File: config.mk
export PLATFORM = sky130hd
export DESIGN_NAME = keypad_scanner_flat
export DESIGN_NICKNAME = d
export VERILOG_FILES = /design/src/rtl/keypad_pkg.sv /design/src/rtl/keypad_scanner_if.sv /design/src/rtl/keypad_debounce.sv /design/src/rtl/keypad_scanner.sv /design/src/flat_wrapper.sv
export SDC_FILE = /design/constraint.sdc
export NUM_CORES = 1
export LEC_CHECK = 0
export CAP_MARGIN = 20
export CELL_PAD_IN_SITES_DETAIL_PLACEMENT = 1
export CELL_PAD_IN_SITES_GLOBAL_PLACEMENT = 2
export CORE_MARGIN = 5
export CORE_UTILIZATION = 42
export DETAILED_ROUTE_END_ITERATION = 8
export PLACE_DENSITY = 0.87
export RECOVER_POWER = 100
export REMOVE_ABC_BUFFERS = 1
export SLEW_MARGIN = 15
export SYNTH_ARGS = -nofsm -noshare
export SYNTH_HDL_FRONTEND = slang
export SYNTH_SLANG_ARGS = --single-unit
File: constraint.sdc
create_clock -name clk -period 9.5 [get_ports clk]
set_input_delay 2.375 -clock clk [delete_from_list [all_inputs] [get_ports clk]]
set_output_delay 2.375 -clock clk [all_outputs]
set_load 0.03 [all_outputs]
File: src/rtl/keypad_pkg.sv
// keypad_pkg: shared definitions for the keypad scanner and the keypad handler.
// Holds the key map, keycode constants, frame-class and FSM state enums,
// and small helpers for the row bit-vectors.
package keypad_pkg;

    // Keycodes of the non-digit keys
    localparam logic [3:0] KEY_CLEAR = 4'd10;
    localparam logic [3:0] KEY_EXEC  = 4'd11;
    localparam logic [3:0] KEY_DIV   = 4'd12;
    localparam logic [3:0] KEY_MUL   = 4'd13;
    localparam logic [3:0] KEY_SUB   = 4'd14;
    localparam logic [3:0] KEY_ADD   = 4'd15;

    // Key map: nibble at index {row, col} is the keycode of that switch
    localparam logic [63:0] KEY_MAP = 64'hCB0A_D987_E654_F321;

    typedef enum logic [1:0] {
        CLS_NONE  = 2'd0,
        CLS_ONE   = 2'd1,
        CLS_MULTI = 2'd2
    } frame_cls_e;

    typedef enum logic {
        ST_RELEASED = 1'b0,
        ST_PRESSED  = 1'b1
    } scan_state_e;

    // Keycode of the switch at index {row, col}
    function automatic logic [3:0] key_map(input logic [3:0] idx);
        return KEY_MAP[{idx, 2'b00} +: 4];
    endfunction

    // Number of set bits in a 4-bit vector
    function automatic logic [2:0] popcount4(input logic [3:0] v);
        return 3'(v[0]) + 3'(v[1]) + 3'(v[2]) + 3'(v[3]);
    endfunction

    // Index of the lowest set bit (only meaningful for one-hot input)
    function automatic logic [1:0] onehot_idx(input logic [3:0] v);
        logic [1:0] r;
        r = 2'd0;
        for (int i = 3; i >= 0; i--) begin
            if (v[i]) r = 2'(i);
        end
        return r;
    endfunction

endpackage

File: src/rtl/keypad_scanner_if.sv
// keypad_scanner_if: keypad pins plus the strobe/code pair to the handler.
//   row_n     : keypad rows, active-low, asynchronous
//   col_n     : one-cold column drive
//   keystrobe : one-cycle pulse per accepted key
//   keycode   : code of the last accepted key
//   key_held  : accepted key still debounced-pressed
// master = scanner side, slave = board/handler side.
interface keypad_scanner_if;
    logic [3:0] row_n;
    logic [3:0] col_n;
    logic       keystrobe;
    logic [3:0] keycode;
    logic       key_held;

    modport master (input row_n, output col_n, keystrobe, keycode, key_held);
    modport slave  (output row_n, input col_n, keystrobe, keycode, key_held);
endinterface

File: src/rtl/keypad_debounce.sv
// keypad_debounce: frame-level debouncer. Holds the candidate (class + key
// index) and a saturating match counter updated at each frame end.
//   frame_end  : update strobe (last cycle of a frame)
//   cls_in     : class of the frame just completed
//   key_in     : key index {row, col} of the frame (0 unless ONE)
//   cand_*_c   : candidate as it will be after this cycle's update
//   stable_c   : counter will equal DEBOUNCE after this cycle's update
module keypad_debounce
    import keypad_pkg::*;
#(
    parameter int unsigned DEBOUNCE = 4
) (
    input  logic       clk,
    input  logic       reset_n,
    input  logic       frame_end,
    input  frame_cls_e cls_in,
    input  logic [3:0] key_in,
    output frame_cls_e cand_cls_c,
    output logic [3:0] cand_key_c,
    output logic       stable_c
);
    localparam int unsigned CNT_W = 4;
    localparam logic [CNT_W-1:0] CNT_MAX = CNT_W'(DEBOUNCE);

    frame_cls_e       cand_cls_q, cand_cls_d;
    logic [3:0]       cand_key_q, cand_key_d;
    logic [CNT_W-1:0] cnt_q, cnt_d;

    // Candidate compare and saturating count
    always_comb begin
        cand_cls_d = cand_cls_q;
        cand_key_d = cand_key_q;
        cnt_d      = cnt_q;
        if (frame_end) begin
            if (cls_in == cand_cls_q && key_in == cand_key_q) begin
                if (cnt_q != CNT_MAX) cnt_d = cnt_q + CNT_W'(1);
            end else begin
                cand_cls_d = cls_in;
                cand_key_d = key_in;
                cnt_d      = CNT_W'(1);
            end
        end
    end

    always_ff @(posedge clk or negedge reset_n) begin
        if (!reset_n) begin
            cand_cls_q <= CLS_NONE;
            cand_key_q <= 4'd0;
            cnt_q      <= '0;
        end else begin
            cand_cls_q <= cand_cls_d;
            cand_key_q <= cand_key_d;
            cnt_q      <= cnt_d;
        end
    end

    assign cand_cls_c = cand_cls_d;
    assign cand_key_c = cand_key_d;
    assign stable_c   = (cnt_d == CNT_MAX);

endmodule

File: src/rtl/keypad_scanner.sv
// keypad_scanner: scans a 4x4 matrix keypad, debounces it and emits a
// one-cycle keystrobe with the accepted keycode.
//   clk, reset_n : clock, asynchronous active-low reset
//   kp (master)  : row_n in; col_n, keystrobe, keycode, key_held out
// Optional KEYPAD_REPEAT_EN: auto-repeat while the accepted key stays held
// (REPEAT_DELAY frames to the first repeat, REPEAT_RATE between later ones).
module keypad_scanner
    import keypad_pkg::*;
#(
    parameter int unsigned SCAN_DIV = 1000,
    parameter int unsigned DEBOUNCE = 4
`ifdef KEYPAD_REPEAT_EN
    ,
    parameter int unsigned REPEAT_DELAY = 125,
    parameter int unsigned REPEAT_RATE  = 25
`endif
) (
    input  logic              clk,
    input  logic              reset_n,
    keypad_scanner_if.master  kp
);
    localparam int unsigned DIV_W = $clog2(SCAN_DIV);

    logic [3:0]       sync1_q, sync2_q;
    logic [DIV_W-1:0] div_q, div_d;
    logic [1:0]       col_q, col_d;
    logic [3:0]       col_n_q, col_n_d;
    logic [1:0]       acc_n_q, acc_n_d;
    logic [3:0]       acc_key_q, acc_key_d;
    scan_state_e      state_q, state_d;
    logic             keystrobe_q, keystrobe_d;
    logic [3:0]       keycode_q, keycode_d;
    logic             key_held_q, key_held_d;

    logic             dwell_end, frame_end;
    logic [3:0]       row_act, tot_key, frame_key;
    logic [2:0]       row_cnt, tot;
    frame_cls_e       frame_cls, cand_cls_c;
    logic [3:0]       cand_key_c;
    logic             stable_c;

    assign dwell_end = (div_q == DIV_W'(SCAN_DIV - 1));
    assign frame_end = dwell_end && (col_q == 2'd3);

    // Column scan and per-frame accumulation of active switches
    always_comb begin
        row_act   = ~sync2_q;
        row_cnt   = popcount4(row_act);
        tot       = 3'(acc_n_q) + row_cnt;
        tot_key   = (row_cnt == 3'd1) ? {onehot_idx(row_act), col_q} : acc_key_q;
        frame_cls = CLS_MULTI;
        if (tot == 3'd0)      frame_cls = CLS_NONE;
        else if (tot == 3'd1) frame_cls = CLS_ONE;
        frame_key = (tot == 3'd1) ? tot_key : 4'd0;

        div_d     = div_q + DIV_W'(1);
        col_d     = col_q;
        col_n_d   = col_n_q;
        acc_n_d   = acc_n_q;
        acc_key_d = acc_key_q;
        if (dwell_end) begin
            div_d   = '0;
            col_d   = col_q + 2'd1;
            col_n_d = {col_n_q[2:0], col_n_q[3]};
            if (frame_end) begin
                acc_n_d   = 2'd0;
                acc_key_d = 4'd0;
            end else begin
                // Saturate at 2: anything above one switch is just MULTI
                acc_n_d   = (tot >= 3'd2) ? 2'd2 : 2'(tot);
                acc_key_d = tot_key;
            end
        end
    end

    keypad_debounce #(
        .DEBOUNCE (DEBOUNCE)
    ) u_debounce (
        .clk        (clk),
        .reset_n    (reset_n),
        .frame_end  (frame_end),
        .cls_in     (frame_cls),
        .key_in     (frame_key),
        .cand_cls_c (cand_cls_c),
        .cand_key_c (cand_key_c),
        .stable_c   (stable_c)
    );

`ifdef KEYPAD_REPEAT_EN
    localparam int unsigned RW = $clog2(((REPEAT_DELAY > REPEAT_RATE) ? REPEAT_DELAY : REPEAT_RATE) + 1);
    logic [3:0]    held_key_q, held_key_d;
    logic [RW-1:0] rep_cnt_q, rep_cnt_d, rep_tgt;
    logic          rep_first_q, rep_first_d;
    assign rep_tgt = rep_first_q ? RW'(REPEAT_DELAY) : RW'(REPEAT_RATE);
`endif

    // Press/release FSM; acts on the debouncer's post-update view at frame end
    always_comb begin
        state_d     = state_q;
        keystrobe_d = 1'b0;
        keycode_d   = keycode_q;
`ifdef KEYPAD_REPEAT_EN
        held_key_d  = held_key_q;
        rep_cnt_d   = rep_cnt_q;
        rep_first_d = rep_first_q;
`endif
        if (frame_end) begin
            if (state_q == ST_RELEASED) begin
                if (stable_c && cand_cls_c == CLS_ONE) begin
                    state_d     = ST_PRESSED;
                    keystrobe_d = 1'b1;
                    keycode_d   = key_map(cand_key_c);
`ifdef KEYPAD_REPEAT_EN
                    held_key_d  = cand_key_c;
                    rep_cnt_d   = '0;
                    rep_first_d = 1'b1;
`endif
                end
            end else begin
                if (stable_c && cand_cls_c == CLS_NONE) state_d = ST_RELEASED;
`ifdef KEYPAD_REPEAT_EN
                if (stable_c && cand_cls_c == CLS_ONE && cand_key_c == held_key_q) begin
                    if (rep_cnt_q + RW'(1) == rep_tgt) begin
                        keystrobe_d = 1'b1;
                        rep_cnt_d   = '0;
                        rep_first_d = 1'b0;
                    end else begin
                        rep_cnt_d   = rep_cnt_q + RW'(1);
                    end
                end else begin
                    rep_cnt_d   = '0;
                    rep_first_d = 1'b1;
                end
`endif
            end
        end
        key_held_d = (state_d == ST_PRESSED);
    end

    always_ff @(posedge clk or negedge reset_n) begin
        if (!reset_n) begin
            sync1_q     <= 4'hF;
            sync2_q     <= 4'hF;
            div_q       <= '0;
            col_q       <= 2'd0;
            col_n_q     <= 4'b1110;
            acc_n_q     <= 2'd0;
            acc_key_q   <= 4'd0;
            state_q     <= ST_RELEASED;
            keystrobe_q <= 1'b0;
            keycode_q   <= 4'd0;
            key_held_q  <= 1'b0;
        end else begin
            sync1_q     <= kp.row_n;
            sync2_q     <= sync1_q;
            div_q       <= div_d;
            col_q       <= col_d;
            col_n_q     <= col_n_d;
            acc_n_q     <= acc_n_d;
            acc_key_q   <= acc_key_d;
            state_q     <= state_d;
            keystrobe_q <= keystrobe_d;
            keycode_q   <= keycode_d;
            key_held_q  <= key_held_d;
        end
    end

`ifdef KEYPAD_REPEAT_EN
    always_ff @(posedge clk or negedge reset_n) begin
        if (!reset_n) begin
            held_key_q  <= 4'd0;
            rep_cnt_q   <= '0;
            rep_first_q <= 1'b1;
        end else begin
            held_key_q  <= held_key_d;
            rep_cnt_q   <= rep_cnt_d;
            rep_first_q <= rep_first_d;
        end
    end
`endif

    assign kp.col_n     = col_n_q;
    assign kp.keystrobe = keystrobe_q;
    assign kp.keycode   = keycode_q;
    assign kp.key_held  = key_held_q;

endmodule

File: src/flat_wrapper.sv
// flat-port wrapper written by rule: the top's interface ports become plain ports
module keypad_scanner_flat import keypad_pkg::*;
#(
    parameter int unsigned SCAN_DIV = 1000,
    parameter int unsigned DEBOUNCE = 4

)
  (clk, reset_n, kp_row_n, kp_col_n, kp_keystrobe, kp_keycode, kp_key_held);
  keypad_scanner_if kp_i ();
  input  logic clk;
  input  logic reset_n;
  input wire logic [$bits(kp_i.row_n)-1:0] kp_row_n;
  output wire logic [$bits(kp_i.col_n)-1:0] kp_col_n;
  output wire logic [$bits(kp_i.keystrobe)-1:0] kp_keystrobe;
  output wire logic [$bits(kp_i.keycode)-1:0] kp_keycode;
  output wire logic [$bits(kp_i.key_held)-1:0] kp_key_held;
  assign kp_i.row_n = kp_row_n;
  assign kp_col_n = kp_i.col_n;
  assign kp_keystrobe = kp_i.keystrobe;
  assign kp_keycode = kp_i.keycode;
  assign kp_key_held = kp_i.key_held;
  keypad_scanner #(.SCAN_DIV(SCAN_DIV), .DEBOUNCE(DEBOUNCE)) u_core (.clk(clk), .reset_n(reset_n), .kp(kp_i));
endmodule
==> results of run 1 <==
[area by class of cell]
class | count | area share (%)
Clock buffer | 5 | 2.44
Clock inverter | 3 | 1.60
Inverter | 12 | 1.60
Multi-Input combinational cell | 178 | 44.5
Sequential cell | 46 | 41.4
Tap cell | 75 | 3.33
Timing Repair Buffer | 15 | 5.11
[through the flow]
step | cell area (um2) | instances | power [uW]
floorplan | 2500 | 236 | 224
global placement | 2740 | 326 | 236
detailed placement | 2740 | 326 | 237
CTS | 2850 | 334 | 388
global route | 2820 | 334 | 398
finish | 2820 | 334 | 379
[power by group]
group	internal (uW)	switching [uW]	total, uW
sequential	199	0.965	200
clock	78.3	70.5	149
combinational	9.50	21.4	30.9
total	287	92.8	379
[state kept, by name, indices dropped and copies added, names as in the netlist, 4 cells and up]
register / flops
u_core.kp.keycode: 4
u_core.kp.col_n: 4
u_core.sync2_q: 4
u_core.sync1_q: 4
u_core.div_q: 10
u_core.acc_key_q: 4
u_core.u_debounce.cand_key_q: 4
u_core.u_debounce.cnt_q: 4
[how the worst max path moves through the flow]
stage	start	endpoint	slack [ns]
floorplan	u_core.sync2_q[0]	u_core.kp.keycode[0]	4.69
global placement	u_core.sync2_q[0]	u_core.kp.keycode[0]	4.45
detailed placement	u_core.sync2_q[0]	u_core.kp.keycode[0]	4.22
CTS	u_core.sync2_q[0]	u_core.kp.keycode[0]	4.17
global route	u_core.sync2_q[0]	u_core.kp.keycode[0]	3.05
finish	u_core.sync2_q[0]	u_core.kp.keycode[0]	3.44
[layer usage]
layer / vias to the layer above / routed length, um
met1: 888 / 2620
met4: 0 / 94
met3: 7 / 120
met2: 12 / 2530
met5: - / 0
li1: 884 / -
[cell usage in the layout, fill, tap and decap left out, types with 4 or more instances in the layout]
| master | n |
|---|---|
| xnor2_1 | 9 |
| nor2b_1 | 5 |
| mux2_2 | 5 |
| nor2_1 | 11 |
| nand3_1 | 12 |
| nor3_1 | 5 |
| inv_1 | 12 |
| dlygate4sd3_1 | 14 |
| nand2_1 | 37 |
| dfrtp_1 | 35 |
| o21ai_0 | 11 |
| mux2i_1 | 4 |
| a21oi_1 | 12 |
| xor2_1 | 5 |
| ha_1 | 14 |
| and2_1 | 4 |
| clkbuf_8 | 5 |
| dfstp_2 | 10 |
[cells by family (layout without fill, tap and decap cells)]
logic type / after synthesis / in the layout / synth area share (%)
muxes: 10 / 10 / 4.26
buffers and inverters: 17 / 35 / 2.87
xor gates and xnor gates: 14 / 14 / 4.85
and+or+nand+nor: 95 / 95 / 20.5
adders and majority gates: 16 / 16 / 8.51
AOI/OAI and AO/OA: 43 / 43 / 12.9
DFF: 46 / 46 / 46.1
==> impl_metrics.py, run 1 <==
metrics = {
    "cts": {
        "cts.clk_slew.worst_paths_ns": 0.09,
        "cts_made_buffers": 5,
        "post_cts_resized": 0,
        "root_buffer": "clkbuf_8",
        "clockBufferDepth": 2,
        "cts_tree": "yes",
        "clock-sinks": 46,
        "insertion_delay_ns": 0.31,
        "cts_max_level": 2,
        "hold_buffers": 0,
        "post_cts_buffers": 0,
    },
    "sta": {
        "finalClockSkew_ns": 0.00967,
        "fmax_ghz": 0.165,
        "slew_headroom_pct": -62.0,
        "finalSetupTns_ns": 0,
        "worst_slack_ns": 3.44,
        "period_share_pct": 63.8,
        "setup_viol_count_final": 0,
        "drv_slew": 47,
        "min_period_ns": 6.06,
        "finalHoldViolCount": 0,
        "worst_pin_slew_ns": 2.43,
        "fin_hold_ws_ns": 0.361,
        "rsz0062_at_grt": "false",
    },
    "logic_synthesis": {
        "synth.cell_area_um2": 2530,
        "seq_area_frac_synth_pct": 46.1,
        "yosysTopAreaCellShare_pct": 34.6,
        "syn_inst": 241,
        "ys_ff_latch": 46,
        "post-synth-top-area-cell": "dfrtp_1",
        "synth_common_cells": "nand2_1, dfrtp_1, ha_1, inv_1, nand3_1",
        "synth.distinct_cells": 51,
        "async_flop_share_pct": 100,
        "yosysMostFrequentCell": "nand2_1",
        "avgSynthCellArea_um2": 10.5,
        "synth-edff-count": 0,
        "yosys_warnings": 0,
        "ys_top_cells_by_area": "dfrtp_1, dfstp_2, ha_1",
        "synth_flop_cell": "dfrtp_1",
    },
    "worst_setup_path": {
        "cp_common_cell": "ha_1",
        "crit_path_max_fanout": 10,
        "worstSetupEndpointType": "register",
        "worst_ep_required_time_ns": 9.70,
        "r2r_start": "u_core.sync2_q[0]",
        "timing.rr.end": "u_core.kp.keycode[0]",
        "critPathArrivalTime_ns": 6.26,
        "rr_worst_depth": 17,
        "r2r_slack_ns": 3.44,
        "crit_chain": "inv_1 -> ha_1 -> fa_1 -> ha_1 -> fa_1 -> nor2b_1 -> nand2_1 -> a21oi_1 -> xor2_1 -> o41ai_1 -> mux2i_1 -> inv_1 -> ha_1 -> nor2b_1 -> a211oi_1 -> a21oi_1 -> mux2_2",
        "path_class": "register to register",
        "path_delay_family": "compound AO/OA/AOI/OAI gates",
        "crit_slowest_cell": "o41ai_1",
        "start_kind": "register",
        "critPathBufInv": 2,
        "cpPeakStageDelay_ns": 1.13,
        "crit_cells": 17,
    },
    "placed_design": {
        "dp_hpwl_um": 3900,
        "pre_cts_ws_ns": 4.22,
        "place_congestion": 0.836,
        "portBuffers": 15,
    },
    "final_layout": {
        "syn_to_final_growth_pct": 11.3,
        "drive_above_1_share_pct": 11.6,
        "diodes": 0,
        "final_nets": 280,
        "n_fill_cell": 678,
        "multi_input_area_um2": 1250,
        "ff_latch_area_um2": 1160,
        "final_core_util_pct": 47.8,
    },
    "floorplan": {
        "initial_core_util_pct": 43.0,
        "std_cell_rows": 28,
        "dieArea_um2": 7670,
        "top_level_ports": 16,
        "die_w_um": 87.6,
        "die_y_um": 87.6,
        "coreArea_um2": 5890,
    },
    "min_path": {
        "worstHoldEndpoint": "u_core.sync2_q[3]",
        "holdPathStages": 0,
        "hold_class": "register to register",
        "worstHoldStart": "u_core.sync1_q[3]",
    },
    "routing": {
        "vias": 1791,
        "wire_per_inst_um": 16.1,
        "drt-total-wl_um": 5370,
        "ant_nets": 0,
        "drt_iter0_drc": 62,
        "drcViolationCount": 0,
        "detail_route.first_pass.iterations": 4,
        "viasPerCell": 5.36,
    },
    "global_routing": {
        "grt_use_met3_pct": 3.48,
        "grt_max_degree": 47,
        "grt_pass1_wl_um": 9150,
        "grtUsageMet1_pct": 20.8,
        "grt.total_usage_pct": 15.5,
        "grt_pass1_vias": 1834,
        "antenna_found_initial": 0,
        "grt-busiest-layer": "met2",
        "gr-usage-met2_pct": 24.7,
        "overflow": 0,
    },
    "pwr": {
        "power_density_nw_per_um2": 135,
        "ir_drop_mv": 0.0666,
        "leakage_uw": 0.00126,
    },
    "run_status": {
        "run_status": "complete, but fails checks",
        "violations": "max-capacitance violations, max-slew violations",
    },
    "job": {
        "cap_viol_max_count": 1,
    },
}
Note: power is estimated with default switching activity, not from simulation.
==> inputs of run 2 (changes only) <==
- CORE_UTILIZATION: 42 -> 35
- PLACE_DENSITY: 0.87 -> 0.78
- clock period: 9.5 -> 5.5 ns (I/O delays scaled with it)
==> run 2 against run 1 <==
- the run still ends with max-capacitance violations, max-slew violations left
- largest cell class unchanged
- design area up 2.9%
- worst setup slack worse by 3.1 ns
- first-iteration DRC count up 11%
- critical endpoint unchanged
- highest routed layer unchanged
==> impl_metrics.py, run 2 (synthesis results as in run 1) <==
metrics = {
    "worst_setup_path": {
        "critPathArrivalTime_ns": 5.38,
        "worst_ep_required_time_ns": 5.69,
        "rr_worst_depth": 17,
        "path_class": "register to register",
        "r2r_slack_ns": 0.31,
        "timing.rr.end": "u_core.kp.keycode[0]",
        "r2r_start": "u_core.sync2_q[0]",
        "critPathBufInv": 2,
        "worstSetupEndpointType": "register",
        "start_kind": "register",
        "cpPeakStageDelay_ns": 0.56,
        "path_delay_family": "adder cells",
        "crit_slowest_cell": "dfstp_2",
        "crit_chain": "inv_1 -> ha_1 -> fa_1 -> ha_1 -> fa_1 -> xnor2_1 -> nand2_2 -> a21oi_2 -> xor2_1 -> o41ai_4 -> mux2i_2 -> inv_1 -> ha_1 -> nor2b_1 -> a211oi_1 -> a21oi_1 -> mux2_2",
        "cp_common_cell": "ha_1",
        "crit_path_max_fanout": 10,
    },
    "global_routing": {
        "grt_pass1_wl_um": 9340,
        "antenna_found_initial": 0,
        "overflow": 0,
        "grt_pass1_vias": 1944,
        "grt_max_degree": 47,
        "grt.total_usage_pct": 13.3,
    },
    "pwr": {
        "power_density_nw_per_um2": 227,
        "finalPower_uw": 659,
        "ir_drop_mv": 0.138,
        "leakage_uw": 0.00127,
    },
    "final_layout": {
        "final_common_cell": "nand2_1",
        "syn_to_final_growth_pct": 14.6,
        "n_fill_cell": 820,
        "largest_reg_flops": 10,
        "ff_latch_area_um2": 1160,
        "regMostFlops": "u_core.div_q",
        "stdcell_count": 361,
        "final_nets": 283,
        "diodes": 0,
        "multi_input_area_um2": 1290,
        "drive_above_1_share_pct": 14.9,
        "final_cell_mix": "nand2_1, dfrtp_1, ha_1, dlygate4sd3_1",
        "final_core_util_pct": 40.6,
    },
    "min_path": {
        "worstHoldEndpoint": "u_core.sync2_q[0]",
        "holdPathStages": 0,
        "worstHoldStart": "u_core.sync1_q[0]",
        "hold_class": "register to register",
    },
    "routing": {
        "detail_route.first_pass.iterations": 4,
        "ant_nets": 0,
        "drcViolationCount": 0,
        "vias": 1816,
        "viasPerCell": 5.03,
        "drt_iter0_drc": 69,
        "wire_per_inst_um": 14.8,
        "drt-total-wl_um": 5330,
    },
    "floorplan": {
        "die_y_um": 95,
        "top_level_ports": 16,
        "std_cell_rows": 31,
        "dieArea_um2": 9030,
        "die_w_um": 95,
        "coreArea_um2": 7140,
        "initial_core_util_pct": 35.4,
    },
    "cts": {
        "cts.clk_slew.worst_paths_ns": 0.09,
        "root_buffer": "clkbuf_8",
        "clock-sinks": 46,
        "cts_tree": "yes",
        "clockBufferDepth": 2,
        "insertion_delay_ns": 0.30,
        "cts_made_buffers": 5,
        "cts_max_level": 2,
        "hold_buffers": 0,
    },
    "sta": {
        "drv_slew": 47,
        "period_share_pct": 94.3,
        "setup_viol_count_final": 0,
        "fin_hold_ws_ns": 0.363,
        "worst_pin_slew_ns": 2.45,
        "slew_headroom_pct": -63.2,
        "finalHoldViolCount": 0,
        "fmax_ghz": 0.193,
        "finalClockSkew_ns": 0.00793,
        "min_period_ns": 5.19,
        "worst_slack_ns": 0.314,
    },
    "placed_design": {
        "dp_hpwl_um": 3960,
        "place_congestion": 0.822,
        "pre_cts_ws_ns": 0.176,
        "dp.cells": 352,
        "portBuffers": 15,
    },
    "run_status": {
        "violations": "max-capacitance violations, max-slew violations",
        "run_status": "complete, but fails checks",
    },
    "job": {
        "cap_viol_max_count": 1,
    },
}
## run 2: cell count changes in the layout (fill, tap and decap cells not counted), sizes merged
cell	previous run	this run
inv	12	13
clkbuf	6	8
buf	0	1
clkinv	0	1
clkinvlp	2	0
## run 2: what timing repair did
item / CTS / global route
resized for setup: 0 / 2
buffers inserted: 0 / 1
endpoints found under the setup margin: 0 / 2
## run 2: worst max-delay path by stage
stage          depth (start not counted)  slack [ns]                    to              start
2_1_floorplan                         17        0.69  u_core.kp.keycode[0]  u_core.sync2_q[0]
3_3_place_gp                          17        0.44  u_core.kp.keycode[0]  u_core.sync2_q[0]
3_5_place_dp                          17        0.18  u_core.kp.keycode[0]  u_core.sync2_q[0]
4_1_cts                               17        0.06  u_core.kp.keycode[0]  u_core.sync2_q[0]
5_1_grt                               17      -0.004  u_core.kp.keycode[0]  u_core.sync2_q[0]
6_report                              17        0.31  u_core.kp.keycode[0]  u_core.sync2_q[0]
## run 2: area by class of cell
cell class              count  share of cell area [%]
clock buffers               5                    2.37
multi-input cells         178                    44.6
inverters                  12                    1.55
flip-flops and latches     46                    40.2
well taps                  99                    4.27
clock inverters             3                    1.51
repair buffers             18                    5.48
## run 2: report_power, final
group	total (uW)	leakage [uW]	switching (uW)	internal, uW
registers	345	0.000590	1.81	343
logic	56.9	0.000623	39.0	17.9
clock network	256	0.0000585	120	136
## run 2: worst register-to-register path, stage by stage (launching register included)
cell and delay, ns:
dfstp_2 0.56, inv_1 0.05, ha_1 0.30, fa_1 0.37, ha_1 0.35, fa_1 0.43
xnor2_1 0.31, nand2_2 0.24, a21oi_2 0.28, xor2_1 0.18, o41ai_4 0.52, mux2i_2 0.41
inv_1 0.15, ha_1 0.23, nor2b_1 0.13, a211oi_1 0.22, a21oi_1 0.07, mux2_2 0.27
## run 2: layer usage
metal	up-vias	global-route usage [%]	share of wire [%]
met2	26	21.4	48
met1	896	17.6	48
met5	-	0	0
li1	882	-	-
met3	12	2.15	1.6
met4	0	5.77	2.5
## run 2: per-stage QoR
step / area, um2 / setup TNS [ns]
after global placement: 2790 / 0
after CTS: 2900 / 0
after global routing: 2900 / -0.00391
after floorplan: 2500 / 0
final: 2900 / 0
after detailed placement: 2790 / 0
